[config.mk]
export PLATFORM = sky130hd
export DESIGN_NAME = pipeline_ctrl_flat
export DESIGN_NICKNAME = d
export VERILOG_FILES = /design/src/rtl/pipeline_ctrl_if.sv /design/src/rtl/pipeline_ctrl.sv /design/src/flat_wrapper.sv
export SDC_FILE = /design/constraint.sdc
export NUM_CORES = 1
export LEC_CHECK = 0
export BUFFER_PORTS_ARGS = -buffer_cell sky130_fd_sc_hd__clkbuf_2
export CORE_ASPECT_RATIO = 1.2
export CORE_MARGIN = 8
export CORE_UTILIZATION = 45
export CTS_CLUSTER_DIAMETER = 150
export DETAILED_ROUTE_END_ITERATION = 10
export PLACE_DENSITY = 0.7
export SYNTH_ARGS = -nofsm -noshare
export SYNTH_HDL_FRONTEND = slang
export SYNTH_SLANG_ARGS = --single-unit
[constraint.sdc]
create_clock -name clk -period 2 [get_ports clk]
set_input_delay 0.3 -clock clk [delete_from_list [all_inputs] [get_ports clk]]
set_output_delay 0.3 -clock clk [all_outputs]
set_load 0.01 [all_outputs]
[src/rtl/pipeline_ctrl_if.sv]
// Handshake bundle between the pipeline sequencer and the stage controls.
// master = pipeline datapath side, slave = pipeline_ctrl.
interface pipeline_ctrl_if #(
  parameter int unsigned CNT_W = 16
);
  logic             hazard;
  logic             branch_taken;
  logic             mem_req;
  logic             mem_ready;
  logic             freeze_if;
  logic             freeze_id;
  logic             bubble_ex;
  logic             flush_if_id;
  logic             freeze_pipe;
  logic             mem_err;
  logic [1:0]       ctrl_state;
  logic [CNT_W-1:0] stall_cnt;
  logic [CNT_W-1:0] flush_cnt;

  modport master (
    output hazard, branch_taken, mem_req, mem_ready,
    input  freeze_if, freeze_id, bubble_ex, flush_if_id, freeze_pipe,
           mem_err, ctrl_state, stall_cnt, flush_cnt
  );

  modport slave (
    input  hazard, branch_taken, mem_req, mem_ready,
    output freeze_if, freeze_id, bubble_ex, flush_if_id, freeze_pipe,
           mem_err, ctrl_state, stall_cnt, flush_cnt
  );
endinterface

[src/rtl/pipeline_ctrl.sv]
// Five-stage pipeline sequencer: resolves freeze/bubble/flush controls from
// hazard, branch and memory handshake, with a memory-wait timeout trap.
module pipeline_ctrl #(
  parameter int unsigned CNT_W       = 16,
  parameter int unsigned MEM_TIMEOUT = 15
) (
  input  logic              clk,
  input  logic              rst,
  pipeline_ctrl_if.slave    bus
);

  typedef enum logic [1:0] {
    ST_RUN      = 2'b00,
    ST_MEM_WAIT = 2'b01,
    ST_ERR      = 2'b10
  } state_e;

  localparam logic [7:0]       TIMEOUT = 8'(MEM_TIMEOUT);
  localparam logic [CNT_W-1:0] CNT_ONE = CNT_W'(1);

  state_e           state_q, state_d;
  logic [7:0]       wait_q, wait_d;
  logic [CNT_W-1:0] stall_q, stall_d;
  logic [CNT_W-1:0] flush_q, flush_d;

  logic freeze_if, freeze_id, bubble_ex, flush_if_id, freeze_pipe;

  always_ff @(posedge clk or negedge rst) begin
    if (!rst) begin
      state_q <= ST_RUN;
      wait_q  <= '0;
      stall_q <= '0;
      flush_q <= '0;
    end else begin
      state_q <= state_d;
      wait_q  <= wait_d;
      stall_q <= stall_d;
      flush_q <= flush_d;
    end
  end

  always_comb begin
    state_d     = state_q;
    wait_d      = wait_q;
    stall_d     = stall_q;
    flush_d     = flush_q;
    freeze_if   = 1'b0;
    freeze_id   = 1'b0;
    bubble_ex   = 1'b0;
    flush_if_id = 1'b0;
    freeze_pipe = 1'b0;

    unique case (state_q)
      ST_RUN: begin
        wait_d = '0;
        if (bus.mem_req && !bus.mem_ready) begin
          freeze_if   = 1'b1;
          freeze_id   = 1'b1;
          freeze_pipe = 1'b1;
          state_d     = ST_MEM_WAIT;
          wait_d      = 8'd1;
        end else if (bus.branch_taken) begin
          // a concurrent hazard belongs to the instruction being flushed
          flush_if_id = 1'b1;
          bubble_ex   = 1'b1;
          if (flush_q != '1) flush_d = flush_q + CNT_ONE;
        end else if (bus.hazard) begin
          freeze_if = 1'b1;
          freeze_id = 1'b1;
          bubble_ex = 1'b1;
          if (stall_q != '1) stall_d = stall_q + CNT_ONE;
        end
      end

      ST_MEM_WAIT: begin
        // EX is frozen here, so branch/hazard re-present after the stall
        freeze_if   = 1'b1;
        freeze_id   = 1'b1;
        freeze_pipe = 1'b1;
        if (bus.mem_ready) begin
          state_d = ST_RUN;
        end else if (wait_q == TIMEOUT) begin
          state_d = ST_ERR;
        end else begin
          wait_d = wait_q + 8'd1;
        end
      end

      ST_ERR: begin
        freeze_if   = 1'b1;
        freeze_id   = 1'b1;
        freeze_pipe = 1'b1;
      end

      default: begin
        state_d = ST_RUN;
      end
    endcase
  end

  assign bus.freeze_if   = freeze_if;
  assign bus.freeze_id   = freeze_id;
  assign bus.bubble_ex   = bubble_ex;
  assign bus.flush_if_id = flush_if_id;
  assign bus.freeze_pipe = freeze_pipe;
  assign bus.mem_err     = (state_q == ST_ERR);
  assign bus.ctrl_state  = state_q;
  assign bus.stall_cnt   = stall_q;
  assign bus.flush_cnt   = flush_q;

endmodule

[src/flat_wrapper.sv]
// flat-port wrapper written by rule: the top's interface ports become plain ports
module pipeline_ctrl_flat 
#(
  parameter int unsigned CNT_W       = 16,
  parameter int unsigned MEM_TIMEOUT = 15
)
  (clk, rst, bus_hazard, bus_branch_taken, bus_mem_req, bus_mem_ready, bus_freeze_if, bus_freeze_id, bus_bubble_ex, bus_flush_if_id, bus_freeze_pipe, bus_mem_err, bus_ctrl_state, bus_stall_cnt, bus_flush_cnt);
  pipeline_ctrl_if #(.CNT_W(CNT_W)) bus_i ();
  input  logic clk;
  input  logic rst;
  input wire logic [$bits(bus_i.hazard)-1:0] bus_hazard;
  input wire logic [$bits(bus_i.branch_taken)-1:0] bus_branch_taken;
  input wire logic [$bits(bus_i.mem_req)-1:0] bus_mem_req;
  input wire logic [$bits(bus_i.mem_ready)-1:0] bus_mem_ready;
  output wire logic [$bits(bus_i.freeze_if)-1:0] bus_freeze_if;
  output wire logic [$bits(bus_i.freeze_id)-1:0] bus_freeze_id;
  output wire logic [$bits(bus_i.bubble_ex)-1:0] bus_bubble_ex;
  output wire logic [$bits(bus_i.flush_if_id)-1:0] bus_flush_if_id;
  output wire logic [$bits(bus_i.freeze_pipe)-1:0] bus_freeze_pipe;
  output wire logic [$bits(bus_i.mem_err)-1:0] bus_mem_err;
  output wire logic [$bits(bus_i.ctrl_state)-1:0] bus_ctrl_state;
  output wire logic [$bits(bus_i.stall_cnt)-1:0] bus_stall_cnt;
  output wire logic [$bits(bus_i.flush_cnt)-1:0] bus_flush_cnt;
  assign bus_i.hazard = bus_hazard;
  assign bus_i.branch_taken = bus_branch_taken;
  assign bus_i.mem_req = bus_mem_req;
  assign bus_i.mem_ready = bus_mem_ready;
  assign bus_freeze_if = bus_i.freeze_if;
  assign bus_freeze_id = bus_i.freeze_id;
  assign bus_bubble_ex = bus_i.bubble_ex;
  assign bus_flush_if_id = bus_i.flush_if_id;
  assign bus_freeze_pipe = bus_i.freeze_pipe;
  assign bus_mem_err = bus_i.mem_err;
  assign bus_ctrl_state = bus_i.ctrl_state;
  assign bus_stall_cnt = bus_i.stall_cnt;
  assign bus_flush_cnt = bus_i.flush_cnt;
  pipeline_ctrl #(.CNT_W(CNT_W), .MEM_TIMEOUT(MEM_TIMEOUT)) u_core (.clk(clk), .rst(rst), .bus(bus_i));
endmodule
==> results of run 1 <==
cells in the final DEF (no fill, tap or decap), types with 2 or more instances in the layout:
master,count
clkbuf_2,45
dfrtp_1,41
xor2_1,21
nand4_1,17
nand3_1,13
buf_4,12
nand2_1,11
inv_1,10
a21oi_1,10
nor3_1,10
nor4_1,7
xnor2_1,7
a31oi_1,7
nor2_1,6
ha_1,6
nor4_2,5
clkbuf_8,5
and4_1,4
a21o_1,4
o21ai_0,4
nor3_2,3
mux2_2,3
and3_1,3
nand2b_1,2
nor3b_1,2
a2111oi_0,2
a211oi_1,2
clkinv_2,2
cells by family after synthesis:
logic type,share of synthesized area (%)
compound gates,9.70
xor+xnor,10.5
fa+ha+maj,3.75
buf+inv,3.64
flops,45.0
mux,2.36
simple gates,25.0
routing by layer:
| layer | GRT usage, % | wire length [um] |
|---|---|---|
| met1 | 18.4 | 2400 |
| met2 | 24.3 | 2690 |
| met3 | 3.52 | 275 |
| met4 | 4.55 | 66 |
| met5 | 0 | 0 |
through the flow:
step                      util, %  TNS (ns)  instances
final                        56.4         0        345
after global routing         56.4   -0.0176        345
after CTS                    56.3         0        345
after detailed placement     53.9         0        337
after global placement       53.9         0        337
after floorplan                 -         0        229
flip-flops by register name, indices dropped and copies added (netlist names):
signal / cells
u_core.wait_q: 8
u_core.bus.ctrl_state: 2
u_core.bus.flush_cnt: 16
u_core.bus.stall_cnt: 16
cell type report:
cell class              instances  area, um2
multi-input cells             168       1220
clock inverters                 3       40.0
repair buffers                 57        315
well taps                      60       75.1
fillers                       479       2170
clock buffers                   5       68.8
inverters                      10       37.5
flip-flops and latches         42       1050
repair_timing:
item | 4_1_cts | 5_1_grt
cloned | 0 | 0
gates resized for setup | 3 | 2
endpoints found under the hold margin | 0 | 0
setup endpoints to repair | 3 | 3
critical path: stages, from the launching register on:
cell	delay (ns)
dfrtp_2	0.44
inv_1	0.10
ha_2	0.20
buf_4	0.14
inv_1	0.10
nor3_2	0.22
clkbuf_2	0.17
where the power goes:
| part | internal, mW | switching (mW) | leakage (nW) |
|---|---|---|---|
| Clock | 0.368 | 0.297 | 0.0579 |
| Combinational | 0.378 | 0.504 | 0.760 |
| Sequential | 0.996 | 0.188 | 0.549 |
| Total | 1.74 | 0.989 | 1.37 |
worst paths after layout:
check	startpoint	endpoint	slack, ns	cells past startpoint
hold reg to reg	u_core.bus.stall_cnt[15]	u_core.bus.stall_cnt[15]	0.50	1
min in group clk	bus_mem_ready	u_core.wait_q[0]	0.33	2
hold / removal	rst	u_core.bus.flush_cnt[14]	0.06	2
setup / recovery	u_core.bus.ctrl_state[1]	bus_bubble_ex	0.04	6
max in group asynchronous	rst	u_core.bus.ctrl_state[1]	1.55	2
setup reg to reg	u_core.bus.ctrl_state[1]	u_core.bus.flush_cnt[15]	0.10	6
==> results.sh, run 1 <==
export IMPL_status="finished clean"
export IMPL_hold_path_class="primary input to asynchronous set/reset pin"
export IMPL_clock_sinks=42
export IMPL_grt_max_degree=43
export IMPL_cap_violations=0
export IMPL_synthArstFlopShare_pct=100
export IMPL_required_ns=1.70
export IMPL_grt_pass1_wl_um=9160
export IMPL_viasPerCell=5.68
export IMPL_synthFlopType="dfrtp_1"
export IMPL_ys_seq_area_share_pct=45.0
export IMPL_min_period_ns=1.96
export IMPL_die_x_um=81.8
export IMPL_fin_area_um2=2810
export IMPL_grt_pass1_vias=2013
export IMPL_place_hpwl_um=4020
export IMPL_vdd_drop_max_uv=631
export IMPL_clk_latency_ns=0.30
export IMPL_postCtsHoldBufs=0
export IMPL_drv_slew=0
export IMPL_floorplan_initialDensity_pct=46.9
export IMPL_synthTopCellsByCount="dfrtp_1 (42), xor2_1 (21), nand4_1 (17)"
export IMPL_globalplace_congestion=0.819
export IMPL_worst_slack_ns=0.0398
export IMPL_drt_wl_total_um=5430
export IMPL_postRouteAntennaNets=0
export IMPL_startpoint_type="flop"
export IMPL_fmax_ghz=0.510
export IMPL_synth_area_leader_cell="dfrtp_1"
export IMPL_clock_path_buffers=2
export IMPL_crit_type="flop to output port"
export IMPL_syn_area_um2=2330
export IMPL_antenna_found_initial=0
export IMPL_placed_area_um2=2680
export IMPL_ioPinCount=46
export IMPL_cts_buffers=5
export IMPL_hold_slack_ns=0.0578
export IMPL_yosys_register_bits=42
export IMPL_setup_violations_final=0
export IMPL_synth_top_cell_area_share_pct=45.0
export IMPL_skew_ns=0.0150
export IMPL_synth_edff_count=0
export IMPL_fin_total_pwr_mw=2.73
export IMPL_max_slew_worst_pin_slew_ns=0.489
export IMPL_drive_gt1_share_pct=29.1
export IMPL_gr_total_overflow=0
export IMPL_yosysWarnings=0
export IMPL_drc=0
export IMPL_drtPass1Iterations=6
export IMPL_synthCells=229
export IMPL_path_max_fanout=5
export IMPL_root_buffer="clkbuf_8"
export IMPL_die_area_um2=7760
export IMPL_synth_fp_nets=242
export IMPL_yosysMostFrequentCell="dfrtp_1"
export IMPL_avgSynthCellArea_um2=10.2
export IMPL_fp_coreArea_um2=4970
export IMPL_hold_viol_final=0
export IMPL_yosysUniqueCellTypes=45
export IMPL_nNetsFinal=297
export IMPL_tritoncts="done"
export IMPL_clk_pin_slew_ns=0.08
export IMPL_die_h_um=94.9
export IMPL_vias=1958
export IMPL_rows=28
export IMPL_initialDrtViolationCount=117
export IMPL_grt_util_all_layers_pct=14.7
export IMPL_post_route_period_util_pct=98.0
export IMPL_critPathArrivalTime_ns=1.66
export IMPL_powerDensity_nw_per_um2=973
export IMPL_dpl_worst_slack_ns=0.142
export IMPL_area_delta_synth_final_pct=20.2
export IMPL_cp_end_kind="output port"
export IMPL_htree_levels=2
export IMPL_leakage_nw=1.37
export IMPL_antennaDiodeCount=0
export IMPL_relSlewSlack_pct=66.5
export IMPL_cts_setup_buffers=0
export IMPL_wire_per_inst_um=15.7
export IMPL_synth_area_leaders="dfrtp_1 (45%), xor2_1 (7.9%), nand4_1 (4.6%), ha_1 (3.8%), nand3_1 (2.8%)"
export IMPL_io_buffers=45
Power figures use the tool's default switching activity.
==> run 2: changes to the inputs <==
--- a/config.mk
+++ b/config.mk
@@ -6,7 +6,7 @@
 export NUM_CORES = 1
 export LEC_CHECK = 0
 export BUFFER_PORTS_ARGS = -buffer_cell sky130_fd_sc_hd__clkbuf_2
-export CORE_ASPECT_RATIO = 1.2
+export CORE_ASPECT_RATIO = 1.5
 export CORE_MARGIN = 8
 export CORE_UTILIZATION = 45
 export CTS_CLUSTER_DIAMETER = 150
==> run 2 against run 1 <==
Against the previous run:
- register-to-register slack gained 0.08 ns
- clock power shrank 14%
- count of clock-buffer cells in the layout is the same
- largest cell class unchanged
==> results.sh, run 2 (same netlist as run 1, synthesis figures left out) <==
export IMPL_place_hpwl_um=4140
export IMPL_nNetsFinal=299
export IMPL_grt_pass1_wl_um=9550
export IMPL_root_buffer="clkbuf_8"
export IMPL_cts_buffers=5
export IMPL_wire_per_inst_um=15.3
export IMPL_max_slew_worst_pin_slew_ns=0.529
export IMPL_crit_type="flop to output port"
export IMPL_tritoncts="done"
export IMPL_cp_end_kind="output port"
export IMPL_antenna_found_initial=0
export IMPL_grt_pass1_vias=2061
export IMPL_die_area_um2=7800
export IMPL_required_ns=1.70
export IMPL_io_buffers=45
export IMPL_die_x_um=74.8
export IMPL_hold_path_class="primary input to flop"
export IMPL_powerDensity_nw_per_um2=942
export IMPL_htree_levels=2
export IMPL_postRouteAntennaNets=0
export IMPL_hold_end="u_core.wait_q[0]"
export IMPL_initialDrtViolationCount=160
export IMPL_finalSetupTns_ns=0
export IMPL_vdd_drop_max_uv=826
export IMPL_reg2reg_slack_ns=0.18
export IMPL_antennaDiodeCount=0
export IMPL_cts_setup_buffers=0
export IMPL_drt_wl_total_um=5420
export IMPL_grt_max_degree=43
export IMPL_path_max_fanout=6
export IMPL_relSlewSlack_pct=63.8
export IMPL_rsz0062_at_grt="no"
export IMPL_globalplace_congestion=0.802
export IMPL_status="finished clean"
export IMPL_r2r_cells=6
export IMPL_hold_path_cell_count=2
export IMPL_ioPinCount=46
export IMPL_leakage_nw=1.37
export IMPL_drive_gt1_share_pct=29.3
export IMPL_viasPerCell=5.62
export IMPL_die_h_um=104
export IMPL_floorplan_initialDensity_pct=45.9
export IMPL_fillers=482
export IMPL_clk_pin_slew_ns=0.09
export IMPL_clk_latency_ns=0.30
export IMPL_area_delta_synth_final_pct=21.5
export IMPL_min_period_ns=1.88
export IMPL_worstReg2RegEnd="u_core.bus.flush_cnt[15]"
export IMPL_r2r_start="u_core.bus.ctrl_state[1]"
export IMPL_clock_path_buffers=2
export IMPL_drc=0
export IMPL_holdCritStartpoint="bus_mem_ready"
export IMPL_startpoint_type="flop"
export IMPL_drtPass1Iterations=4
export IMPL_clock_sinks=42
export IMPL_rows=32
export IMPL_fmax_ghz=0.533
export IMPL_drv_slew=0
export IMPL_layout_common_cells="clkbuf_2 (45), dfrtp_1 (42), xor2_1 (21)"
export IMPL_cap_violations=0
export IMPL_grt_util_all_layers_pct=15.2
export IMPL_gr_total_overflow=0
export IMPL_vias=1994
export IMPL_hold_viol_final=0
export IMPL_post_route_period_util_pct=93.8
export IMPL_setup_violations_final=0
export IMPL_place_inst=346
export IMPL_final_common_cell="clkbuf_2"
export IMPL_layoutNonFillerInstCount=355
export IMPL_skew_ns=0.0175
export IMPL_fp_coreArea_um2=5080
export IMPL_critPathArrivalTime_ns=1.58
-- run 2: where the power goes --
| part | internal (mW) | switching, mW | leakage [nW] |
|---|---|---|---|
| Combinational | 0.404 | 0.517 | 0.776 |
| Clock | 0.250 | 0.319 | 0.0408 |
| Sequential | 0.995 | 0.188 | 0.551 |
-- run 2: worst max-delay path, cell delays in order, from the launching register on --
cell and delay [ns]:
dfrtp_1 0.39, inv_1 0.11, ha_4 0.17, buf_4 0.15
inv_1 0.11, nor3_2 0.19, clkbuf_2 0.15
-- run 2: what timing repair did --
action | 4_1_cts | 5_1_grt
hold buffers | 1 | 0
hold endpoints to repair | 42 | 0
resized for setup | 2 | 4
endpoints found under the setup margin | 3 | 4
pin swaps | 0 | 0
-- run 2: area by class of cell --
| type | count | area [um2] | share of cell area (%) |
|---|---|---|---|
| multi-input cells | 168 | 1230 | 43.2 |
| clock buffers | 5 | 68.8 | 2.43 |
| clock inverters | 3 | 23.8 | 0.838 |
| inverters | 10 | 37.5 | 1.32 |
| well taps | 68 | 85.1 | 3.00 |
| repair buffers | 59 | 345 | 12.2 |
| flip-flops and latches | 42 | 1050 | 37.0 |
-- run 2: metrics by stage --
stage	area, um2	power, mW	hold WS (ns)	worst slack (ns)	util (%)
2_1_floorplan	2330	1.71	0.00441	0.0550	-
6_report	2840	2.67	0.306	0.123	55.8
4_1_cts	2820	2.68	0.286	0.0354	55.4
5_1_grt	2840	2.86	0.305	0.00475	55.8
3_5_place_dp	2710	2.10	0.294	0.113	53.4
3_3_place_gp	2710	2.08	0.294	0.186	53.4
-- run 2: worst max path at each step --
stage | startpoint | to | slack (ns)
6_report | u_core.bus.ctrl_state[1] | bus_bubble_ex | 0.12
5_1_grt | u_core.bus.ctrl_state[1] | bus_bubble_ex | 0.005
4_1_cts | u_core.bus.ctrl_state[0] | bus_bubble_ex | 0.04
3_5_place_dp | u_core.bus.ctrl_state[0] | u_core.bus.flush_cnt[15] | 0.11
3_3_place_gp | u_core.bus.ctrl_state[0] | u_core.bus.flush_cnt[15] | 0.19
2_1_floorplan | u_core.bus.ctrl_state[0] | u_core.bus.stall_cnt[12] | 0.05
-- run 2: per-layer routing --
layer,part of all wire (%),vias up,track usage [%]
met4,1.1,0,5.63
met2,52,60,25.6
met5,0,-,0
li1,-,965,-
met3,4.6,6,3.28
met1,42,963,17.9
